## src/rtl/dino_jump_ctrl.sv

```systemverilog
// dino_jump_ctrl
//   Jump controller for a side-scrolling dino game. The raw push-button is
//   synchronised and debounced, and each clean press launches the dino. Its
//   height then follows a simple gravity model that advances once per
//   physics tick.
//
//   Optional feature macro: DOUBLE_JUMP_EN. When it is defined, the dino may
//   re-launch once while airborne. The flag that allows this is cleared when
//   the dino lands, when game_run is low, and on reset.
//
// Parameters
//   DEBOUNCE_CYCLES  identical synchronised samples needed to accept a new level
//   TICK_CYCLES      clk cycles per physics tick
//   V0               launch velocity, px/tick (1..63)
//   GRAVITY          velocity change per tick, px/tick (1..V0)
//
// Ports
//   clk         system clock; all logic uses the rising edge
//   clr         asynchronous active-low reset
//   jump_btn    raw, bouncing jump button (1 = pressed)
//   game_run    1 = game active; 0 = hold the dino on the ground
//   height      registered height above ground, in px
//   airborne    registered; 1 while ascending or descending
//   jump_start  one-cycle pulse on each launch
//   landed      one-cycle pulse on touchdown
module dino_jump_ctrl #(
  parameter int unsigned DEBOUNCE_CYCLES = 1000000,
  parameter int unsigned TICK_CYCLES     = 833333,
  parameter int unsigned V0              = 12,
  parameter int unsigned GRAVITY         = 1
) (
  input  logic       clk,
  input  logic       clr,
  input  logic       jump_btn,
  input  logic       game_run,
  output logic [7:0] height,
  output logic       airborne,
  output logic       jump_start,
  output logic       landed
);

  localparam int unsigned DBW = (DEBOUNCE_CYCLES > 1) ? $clog2(DEBOUNCE_CYCLES) : 1;
  localparam int unsigned TKW = (TICK_CYCLES > 1) ? $clog2(TICK_CYCLES) : 1;
  localparam logic [DBW-1:0] DB_LAST = DBW'(DEBOUNCE_CYCLES - 1);
  localparam logic [TKW-1:0] TK_LAST = TKW'(TICK_CYCLES - 1);
  localparam logic [5:0]     V0_L    = 6'(V0);
  localparam logic [5:0]     G_L     = 6'(GRAVITY);

  typedef enum logic [1:0] {
    GROUND  = 2'd0,
    ASCEND  = 2'd1,
    DESCEND = 2'd2
  } state_e;

  // Button synchroniser and debouncer
  logic           sync1_q, sync2_q;
  logic           deb_q, deb_d, deb_prev_q;
  logic [DBW-1:0] dcnt_q, dcnt_d;
  logic           press;

  always_ff @(posedge clk or negedge clr) begin
    if (!clr) begin
      sync1_q    <= 1'b0;
      sync2_q    <= 1'b0;
      deb_q      <= 1'b0;
      deb_prev_q <= 1'b0;
      dcnt_q     <= '0;
    end else begin
      sync1_q    <= jump_btn;
      sync2_q    <= sync1_q;
      deb_q      <= deb_d;
      deb_prev_q <= deb_q;
      dcnt_q     <= dcnt_d;
    end
  end

  // The counter runs only while the synchronised sample disagrees with the
  // accepted level. Any agreeing sample restarts the count.
  always_comb begin
    deb_d  = deb_q;
    dcnt_d = '0;
    if (sync2_q != deb_q) begin
      if (dcnt_q == DB_LAST) begin
        deb_d = sync2_q;
      end else begin
        dcnt_d = dcnt_q + DBW'(1);
      end
    end
  end

  assign press = deb_q & ~deb_prev_q;

  // Free-running physics tick
  logic [TKW-1:0] tcnt_q, tcnt_d;
  logic           tick;

  assign tick   = (tcnt_q == TK_LAST);
  assign tcnt_d = tick ? '0 : tcnt_q + TKW'(1);

  always_ff @(posedge clk or negedge clr) begin
    if (!clr) begin
      tcnt_q <= '0;
    end else begin
      tcnt_q <= tcnt_d;
    end
  end

  // Jump FSM and physics
  state_e     state_q, state_d;
  logic [5:0] vel_q, vel_d;
  logic [7:0] height_q, height_d;
  logic       airborne_q, jump_start_q, js_d, landed_q, ld_d;
  logic [8:0] asc_sum;
  logic [6:0] dsc_sum;
  logic [5:0] dsc_vel;

  // Rising height saturates at 255; falling speed saturates at 63.
  assign asc_sum = {1'b0, height_q} + {3'b000, vel_q};
  assign dsc_sum = {1'b0, vel_q} + {1'b0, G_L};
  assign dsc_vel = dsc_sum[6] ? 6'd63 : dsc_sum[5:0];

`ifdef DOUBLE_JUMP_EN
  logic dbl_q, dbl_d;

  always_ff @(posedge clk or negedge clr) begin
    if (!clr) begin
      dbl_q <= 1'b0;
    end else begin
      dbl_q <= dbl_d;
    end
  end
`endif

  always_comb begin
    state_d  = state_q;
    vel_d    = vel_q;
    height_d = height_q;
    js_d     = 1'b0;
    ld_d     = 1'b0;
`ifdef DOUBLE_JUMP_EN
    dbl_d    = dbl_q;
`endif
    if (!game_run) begin
      state_d  = GROUND;
      vel_d    = '0;
      height_d = '0;
`ifdef DOUBLE_JUMP_EN
      dbl_d    = 1'b0;
`endif
    end else begin
      case (state_q)
        GROUND: begin
          if (press) begin
            state_d = ASCEND;
            vel_d   = V0_L;
            js_d    = 1'b1;
          end
        end
        ASCEND, DESCEND: begin
          // A launch (or re-launch) always wins over a coincident tick.
`ifdef DOUBLE_JUMP_EN
          if (press && !dbl_q) begin
            state_d = ASCEND;
            vel_d   = V0_L;
            js_d    = 1'b1;
            dbl_d   = 1'b1;
          end else
`endif
          if (tick) begin
            if (state_q == ASCEND) begin
              height_d = asc_sum[8] ? 8'hFF : asc_sum[7:0];
              if (vel_q <= G_L) begin
                vel_d   = '0;
                state_d = DESCEND;
              end else begin
                vel_d = vel_q - G_L;
              end
            end else begin
              if (height_q <= {2'b00, dsc_vel}) begin
                height_d = '0;
                vel_d    = '0;
                state_d  = GROUND;
                ld_d     = 1'b1;
`ifdef DOUBLE_JUMP_EN
                dbl_d    = 1'b0;
`endif
              end else begin
                height_d = height_q - {2'b00, dsc_vel};
                vel_d    = dsc_vel;
              end
            end
          end
        end
        default: begin
          state_d  = GROUND;
          vel_d    = '0;
          height_d = '0;
        end
      endcase
    end
  end

  always_ff @(posedge clk or negedge clr) begin
    if (!clr) begin
      state_q      <= GROUND;
      vel_q        <= '0;
      height_q     <= '0;
      airborne_q   <= 1'b0;
      jump_start_q <= 1'b0;
      landed_q     <= 1'b0;
    end else begin
      state_q      <= state_d;
      vel_q        <= vel_d;
      height_q     <= height_d;
      airborne_q   <= (state_d != GROUND);
      jump_start_q <= js_d;
      landed_q     <= ld_d;
    end
  end

  assign height     = height_q;
  assign airborne   = airborne_q;
  assign jump_start = jump_start_q;
  assign landed     = landed_q;

endmodule

```

## config.mk

```make
export PLATFORM = sky130hd
export DESIGN_NAME = dino_jump_ctrl
export DESIGN_NICKNAME = d
export VERILOG_FILES = /design/src/rtl/dino_jump_ctrl.sv
export SDC_FILE = /design/constraint.sdc
export NUM_CORES = 1
export LEC_CHECK = 0
export CAP_MARGIN = 10
export CORE_MARGIN = 2
export CORE_UTILIZATION = 35
export DETAILED_ROUTE_END_ITERATION = 16
export PLACE_DENSITY_LB_ADDON = 0.08
export SYNTH_ARGS = -nofsm -noshare
export SYNTH_HDL_FRONTEND = slang
export SYNTH_SLANG_ARGS = --single-unit
```

## constraint.sdc

```tcl
create_clock -name clk -period 3.6 [get_ports clk]
set_clock_uncertainty 0.05 [all_clocks]
set_input_delay 0.72 -clock clk [delete_from_list [all_inputs] [get_ports clk]]
set_output_delay 0.72 -clock clk [all_outputs]
set_load 0.01 [all_outputs]
```

Yosys cells after proc, flatten, opt, wreduce, memory -nomap -nowiden
Cells that the tools add are included.
Cells by class
  add/sub/neg operators: 6
  order comparisons: 2
  eq/ne operators: 8
  muxes and demuxes: 32
  bitwise gates (word level): 2
  reduce and logical (&&, ||, !) cells: 6
Operator list (count)
  20-bit 2-to-1 mux: 3
  6-bit 2-to-1 mux: 7
  20-bit by 1-bit adder with 20-bit output, second input constant: 2
  20-bit == test, second input constant: 2
  8-bit 2-to-1 mux: 5
  8-bit one-hot mux with 2 select lines: 1
  2-bit 2-to-1 mux: 6
  6-bit one-hot mux with 2 select lines: 1
  8-bit by 6-bit adder with 9-bit output: 1
  8-bit by 6-bit less-or-equal comparator with 1-bit output: 1
  1-bit 2-to-1 mux: 8
  8-bit by 6-bit subtractor with 8-bit output: 1
  6-bit by 1-bit adder with 7-bit output, second input constant: 1
  6-bit by 1-bit less-or-equal comparator with 1-bit output, second input constant: 1
  3-bit != test, second input constant: 2
  2-bit AND reduction: 3
  6-bit by 1-bit subtractor with 6-bit output, second input constant: 1
  2-bit one-hot mux with 2 select lines: 1
  2-bit by 1-bit == test with 1-bit output, second input constant: 1
  2-bit == test, second input constant: 1
  2-bit logical NOT: 1
  2-bit != test, second input constant: 1
  2-bit nonzero test: 1
  2-bit OR reduction: 1
  other kinds (3): 3
Storage, ports and cells
  bits in registers: 63
  input bits: 4

Longest topological paths before layout
Gate-level depths: netlist (run 1).
  word-level depth: 9
  gate-level depth with buffers: 13
  mapped depth without buffers: 12

Least setup slack after synthesis (run 1)
Ideal clock, no wire load.
  path type: register to register
  from: register vel_q[0]
  to: register vel_q[5]
  data arrival time: 2.685 ns
  data required time: 3.455 ns
  slack: 0.769 ns
  cell stages (with the launch flop): 14
  buffers on the path: 1
  clock period less this slack: 2.831 ns
  cells stage by stage: dfrtp_1 ha_1 nand2_1 or2_2 nand2_1 ha_1 fa_1 nand2b_1 a211o_1 a21oi_1 nand2b_1 buf_2 a22oi_1 o31ai_1
On the way
  cells in the longest elaborated chain, start to end: 8
RTL lines
  from (decl): RTL line 110  | logic [5:0] vel_q, vel_d;
  from (signal assigned): RTL line 213  | vel_q <= vel_d;
  6-bit by 1-bit adder with 7-bit output: RTL line 119  | assign dsc_sum = {1'b0, vel_q} + {1'b0, G_L};
  6-bit 2-to-1 mux: RTL line 120  | assign dsc_vel = dsc_sum[6] ? 6'd63 : dsc_sum[5:0];
  8-bit by 6-bit less-or-equal comparator with 1-bit output: RTL line 179  | if (height_q <= {2'b00, dsc_vel}) begin
  6-bit 2-to-1 mux: RTL line 179
  6-bit 2-to-1 mux (*): RTL line 170  | if (state_q == ASCEND) begin
  6-bit 2-to-1 mux (*): RTL line 169  | if (tick) begin
  6-bit one-hot mux with 2 select lines (*): RTL line 151  | case (state_q)
  6-bit 2-to-1 mux (*): RTL line 143  | if (!game_run) begin
Mark *: on every way between the ends. The rest lies on a longest branch, timed or not. The select of a mux whose other input is x is not followed.
A chain may end at the register's enable or synchronous reset.

Final worst setup path (run 1)
Same ends and word-level chain as after synthesis.

==> impl_metrics.csv, run 1 <==
group,metric,value,unit
power,p_leak,1.98,nW
critical_path,crit_path_max_fanout,10,
critical_path,r2r-start,"vel_q[0]",
placement,numPortBuffers,14,
timing,tightest_slew,0.788,ns
clock_network,clockBufferDepth,2,
critical_path,critPathCaptureType,"register",
synthesis,synth_ff_type,"dfrtp_1",
placement,dpl.hpwl,6990,µm
detailed_routing,post_drt_wl_per_cell,15.6,µm
detailed_routing,drtIter0Drc,186,
synthesis,yosysWarningCount,0,
synthesis,yosysSeqAreaShare,39.4,%
critical_path,crit_type,"register to register",
timing,grt_setup_unrepaired,"no",
synthesis,synth_edf_count,0,
clock_network,cts_tree,"built",
final_layout,final_nets,499,
critical_path,cp_top_family,"simple AND/OR/NAND/NOR gates",
final_layout,nFillCells,1139,
power,p_per_area,353,nW/µm²
detailed_routing,vias_per_cell,5.12,
critical_path,path_buf_inv,0,
die,die-width,111,µm
timing,fin_ws,0.270,ns
critical_path,startpoint,"vel_q[0]",
synthesis,synth.distinct_cells,59,
grt,antenna_found_initial,0,
final_layout,drive_gt1_share,7.34,%
timing,hold_viol,0,
clock_network,numCtsBuffers,9,
placement,gp_congestion,0.807,
timing,maxSlewHeadroom,47.1,%
timing,finalSetupTns,0,ns
timing,fin_hold_ws,0.307,ns
detailed_routing,ant_nets,0,
worst_hold_path,hold_path.class,"register to register",
critical_path,required,3.79,ns
synthesis,postSynthCellCount,455,
die,start_util,35.5,%
final_layout,area_growth,14.6,%
clock_network,post_cts_resized,0,
timing,finalMaxSlewViolations,0,
critical_path,crit_path_max_incr_delay,0.47,ns
die,die_y,111,µm
clock_network,root_buffer,"clkbuf_16",
clock_network,numClockSinks,63,
run_status,status,"completed",
clock_network,clk-insertion-delay-late,0.33,ns
critical_path,slowest_stage,"dfrtp_1",
placement,place_ws,0.300,ns
grt,grt_pass1_vias,3268,
timing,fin_crit_sh,92.5,%
final_layout,antenna_cells,0,
die,die_area,12300,µm²
critical_path,cp.arrival,3.52,ns
grt,overflow,0,
flow_run,cap_violations,0,
critical_path,crit_chain,"ha_1 -> nand2_1 -> or2_2 -> nand2_1 -> ha_1 -> fa_1 -> nand2b_1 -> a211o_1 -> a21oi_1 -> nand2b_1 -> a22oi_1 -> o31ai_1",
worst_hold_path,min_from,"sync1_q",
clock_network,cts-hold-fix-buffers,0,
detailed_routing,routed_wl,9650,µm
detailed_routing,drcViolationCount,0,
timing,fin_crit,3.33,ns
synthesis,synth_area_per_cell,8.81,µm²
grt,grt_max_degree,29,
power,peakVddDrop,0.000199,V
critical_path,worst_setup_path_start_kind,"register",
die,pin_count,15,
detailed_routing,drt_first_pass_iters,4,
grt,grt_pass1_wl,16800,µm
synthesis,syn_nets,482,
clock_network,cts.reportedPaths.clkPinSlew,0.06,ns
die,core_area,11300,µm²
clock_network,cts_max_level,3,
grt,grtUsageTotal,17.0,%
synthesis,synth_area,4010,µm²
timing,max_freq,300,MHz
die,num_rows,39,
power,totalPowerFinal,0.00162,W
synthesis,synthArstFlopShare,100,%
clock_network,cts_setup_buffers,0,
detailed_routing,dr_total_vias,3173,
synthesis,ys_seq_elements,63,
timing,finalSetupViolCount,0,
## per-layer routing
layer | vias to the layer above | wire [µm] | GRT usage, %
li1 | 1604 | - | -
met1 | 1528 | 4750 | 22.5
met2 | 30 | 4510 | 27.4
met3 | 11 | 217 | 3.55
met4 | 0 | 162 | 6.33
met5 | - | 0 | 0
## final timing paths
path | slack, ns | depth (start not counted) | endpoint
max in group asynchronous | 2.37 | 2 | dcnt_q[14]
worst min register to register | 0.31 | 0 | sync2_q
min in group asynchronous | 0.34 | 1 | height[0]
worst min-delay path | 0.31 | 0 | sync2_q
worst max register to register | 0.27 | 12 | vel_q[5]
worst max-delay path | 0.27 | 12 | vel_q[5]
## power breakdown
| part | leakage, nW | total (W) | internal (W) | switching [W] |
|---|---|---|---|---|
| combinational | 0.975 | 0.0000354 | 0.00000839 | 0.0000270 |
| sequential | 0.859 | 0.000716 | 0.000713 | 0.00000378 |
| clock | 0.146 | 0.000868 | 0.000551 | 0.000316 |
| total | 1.98 | 0.00162 | 0.00127 | 0.000347 |
## synth_stat cells (7+ instances only)
cell type  instances  area share, %
nor2_1            79            7.4
dfrtp_1           63             39
nand2_1           42            3.9
xnor2_1           23            5.0
xor2_1            23            5.0
nand3_1           22            2.7
ha_1              21            6.6
inv_1             21            2.0
a21oi_1           17            2.1
o21ai_0           11            1.4
nand2b_1           9            1.4
nand4_1            9            1.4
o31ai_1            9            1.7
clkbuf_1           7           0.66
nor3_1             7           0.87
## cell families after synthesis
kind of cell    synth area share, %
xor+xnor                       10.1
flops                          39.4
compound gates                 12.3
buf+inv                        3.22
fa+ha+maj                      7.56
mux                           0.812
simple gates                   26.7
## cell type report
| type | instances | area, µm² | area share, % |
|---|---|---|---|
| multi-input combinational | 359 | 2300 | 50.1 |
| sequential | 63 | 1580 | 34.3 |
| timing repair buffer | 18 | 165 | 3.60 |
| clock inverter | 4 | 45.0 | 0.981 |
| inverter | 21 | 78.8 | 1.72 |
| tap | 143 | 179 | 3.90 |
| clock buffer | 12 | 246 | 5.37 |
## worst reg2reg max path, stage by stage (launching register included)
cell      delay (ns)
dfrtp_1         0.47
ha_1            0.28
nand2_1         0.11
or2_2           0.14
nand2_1         0.05
ha_1            0.22
fa_1            0.39
nand2b_1        0.20
a211o_1         0.32
a21oi_1         0.18
nand2b_1        0.45
a22oi_1         0.14
o31ai_1         0.23
## cells in the final DEF, fill, tap and decap left out, types with 4 or more instances in the layout
cell              n
a21oi_1          17
a31oi_1           6
and3_1            4
buf_4             4
clkbuf_16         9
clkdlybuf4s50_1  13
dfrtp_1          63
ha_1             21
inv_1            21
nand2_1          42
nand2b_1          9
nand3_1          22
nand4_1           9
nor2_1           79
nor2b_1           6
nor3_1            7
nor4_1            6
o21a_1            5
o21ai_0          11
o31ai_1           9
or2_2             5
xnor2_1          23
xor2_1           23
## registers in the layout, summed over array words and instances (netlist names)
| signal | count |
|---|---|
| sync2_q | 1 |
| tcnt_q | 20 |
| dcnt_q | 20 |
| vel_q | 6 |
| sync1_q | 1 |
| height | 8 |
| deb_prev_q | 1 |
| airborne | 1 |
| state_q | 2 |
| jump_start | 1 |
| landed | 1 |
| deb_q | 1 |
## stage by stage
step,std cells,instance area [µm²],utilization [%]
after floorplan,455,4010,-
after global placement,604,4300,38.2
after detailed placement,604,4300,38.2
after CTS,620,4590,40.7
after global routing,620,4590,40.7
final,620,4590,40.7
Power figures use the tool's default switching activity.
==> run 2, diff against run 1 <==
--- a/config.mk
+++ b/config.mk
@@ -6,10 +6,10 @@
 export NUM_CORES = 1
 export LEC_CHECK = 0
 export CAP_MARGIN = 10
-export CORE_MARGIN = 2
 export CORE_UTILIZATION = 35
 export DETAILED_ROUTE_END_ITERATION = 16
 export PLACE_DENSITY_LB_ADDON = 0.08
+export SKIP_CTS_REPAIR_TIMING = 1
 export SYNTH_ARGS = -nofsm -noshare
 export SYNTH_HDL_FRONTEND = slang
 export SYNTH_SLANG_ARGS = --single-unit
==> impl_metrics.csv, run 2 (synthesis gave the netlist of run 1 again) <==
group,metric,value,unit
final_layout,layout_commonest_cell,"nor2_1",
clock_network,cts_tree,"built",
final_layout,final_cell_mix,"nor2_1, dfrtp_1, nand2_1",
timing,grt_setup_unrepaired,"no",
die,num_rows,38,
timing,fin_hold_ws,0.276,ns
critical_path,slowest_stage,"or4b_2",
clock_network,numCtsBuffers,9,
clock_network,root_buffer,"clkbuf_16",
placement,dpl.hpwl,6770,µm
critical_path,r2r-start,"vel_q[0]",
grt,grt_pass1_wl,16100,µm
timing,maxSlewHeadroom,48.7,%
worst_hold_path,hold_path.class,"input port to async pin",
critical_path,crit_path_max_incr_delay,0.66,ns
die,pin_count,15,
final_layout,drive_gt1_share,7.76,%
critical_path,path_buf_inv,0,
timing,fin_crit,3.19,ns
critical_path,cp.arrival,3.32,ns
timing,finalSetupViolCount,0,
placement,numPortBuffers,14,
critical_path,r2r_end,"airborne",
grt,antenna_found_initial,0,
critical_path,crit_chain,"ha_1 -> or4b_2 -> o21ai_0 -> ha_1 -> a21oi_1 -> a31o_2 -> nand2_1 -> a31oi_1 -> a31oi_1",
grt,overflow,0,
clock_network,clockBufferDepth,2,
clock_network,cts.reportedPaths.clkPinSlew,0.06,ns
power,peakVddDrop,0.000221,V
detailed_routing,ant_nets,0,
critical_path,rr_worst_depth,9,
power,p_leak,1.99,nW
critical_path,critPathCaptureType,"register",
die,die_area,11900,µm²
die,core_area,11000,µm²
clock_network,clk-insertion-delay-late,0.33,ns
die,die_y,109,µm
timing,fin_crit_sh,88.7,%
detailed_routing,post_drt_wl_per_cell,15.1,µm
grt,grt_pass1_vias,3151,
timing,hold_viol,0,
detailed_routing,vias_per_cell,5.16,
flow_run,cap_violations,0,
detailed_routing,drt_first_pass_iters,6,
run_status,status,"completed",
final_layout,antenna_cells,0,
detailed_routing,dr_total_vias,3186,
final_layout,final_nets,499,
timing,max_freq,313,MHz
timing,tightest_slew,0.764,ns
critical_path,crit_path_max_fanout,9,
critical_path,required,3.73,ns
grt,grtUsageTotal,17.8,%
detailed_routing,drtIter0Drc,193,
die,start_util,36.5,%
critical_path,cp_top_family,"compound AO/OA/AOI/OAI gates",
critical_path,crit_type,"register to register",
clock_network,numClockSinks,63,
detailed_routing,routed_wl,9340,µm
grt,grt_max_degree,47,
clock_network,cts_max_level,3,
critical_path,worst_setup_path_start_kind,"register",
critical_path,regToRegSetupSlack,0.41,ns
final_layout,nFillCells,1089,
power,p_per_area,359,nW/µm²
final_layout,area_growth,15.1,%
placement,gp_congestion,0.855,
timing,finalSetupTns,0,ns
detailed_routing,drcViolationCount,0,
die,die-width,109,µm
timing,finalMaxSlewViolations,0,
-- run 2: cell types whose count changed in the layout (fill, tap and decap cells not counted), sizes merged --
cell,delta
clkbuf,+1
clkinv,-1
-- run 2: per-layer routing --
| metal | up-vias | share of wire [%] | track usage (%) |
|---|---|---|---|
| li1 | 1611 | - | - |
| met1 | 1528 | 52 | 25.2 |
| met2 | 40 | 45 | 27.3 |
| met3 | 7 | 2.4 | 3.29 |
| met4 | 0 | 1.0 | 5.50 |
| met5 | - | 0 | 0 |
-- run 2: layout make-up --
type | instances | area, µm² | share of cell area [%]
Inverter | 21 | 78.8 | 1.71
Clock buffer | 13 | 270 | 5.86
Multi-Input combinational cell | 359 | 2300 | 50.0
Clock inverter | 3 | 40.0 | 0.869
Timing Repair Buffer | 18 | 165 | 3.58
Tap cell | 140 | 175 | 3.80
Sequential cell | 63 | 1580 | 34.2
-- run 2: worst max-delay path by stage --
stage | from | end | cells after the start
floorplan | vel_q[0] | vel_q[5] | 13
global placement | vel_q[0] | vel_q[5] | 12
detailed placement | vel_q[0] | vel_q[5] | 12
CTS | vel_q[0] | vel_q[5] | 12
global route | vel_q[0] | vel_q[5] | 12
finish | vel_q[0] | airborne | 9
-- run 2: power by group --
| group | switching, W | total (W) | internal, W |
|---|---|---|---|
| sequential | 0.00000389 | 0.000716 | 0.000713 |
| combinational | 0.0000262 | 0.0000338 | 0.00000762 |
| clock | 0.000316 | 0.000907 | 0.000590 |
| total | 0.000346 | 0.00166 | 0.00131 |
-- run 2: metrics by stage --
| stage | std cells | setup slack [ns] | cell area [µm²] | power (W) | util (%) |
|---|---|---|---|---|---|
| 2_1_floorplan | 455 | 0.769 | 4010 | 0.000741 | - |
| 3_3_place_gp | 601 | 0.378 | 4300 | 0.000764 | 39.1 |
| 3_5_place_dp | 601 | 0.326 | 4300 | 0.000765 | 39.1 |
| 4_1_cts | 617 | 0.296 | 4610 | 0.00168 | 41.9 |
| 5_1_grt | 617 | 0.152 | 4610 | 0.00171 | 42.0 |
| 6_report | 617 | 0.407 | 4610 | 0.00166 | 42.0 |
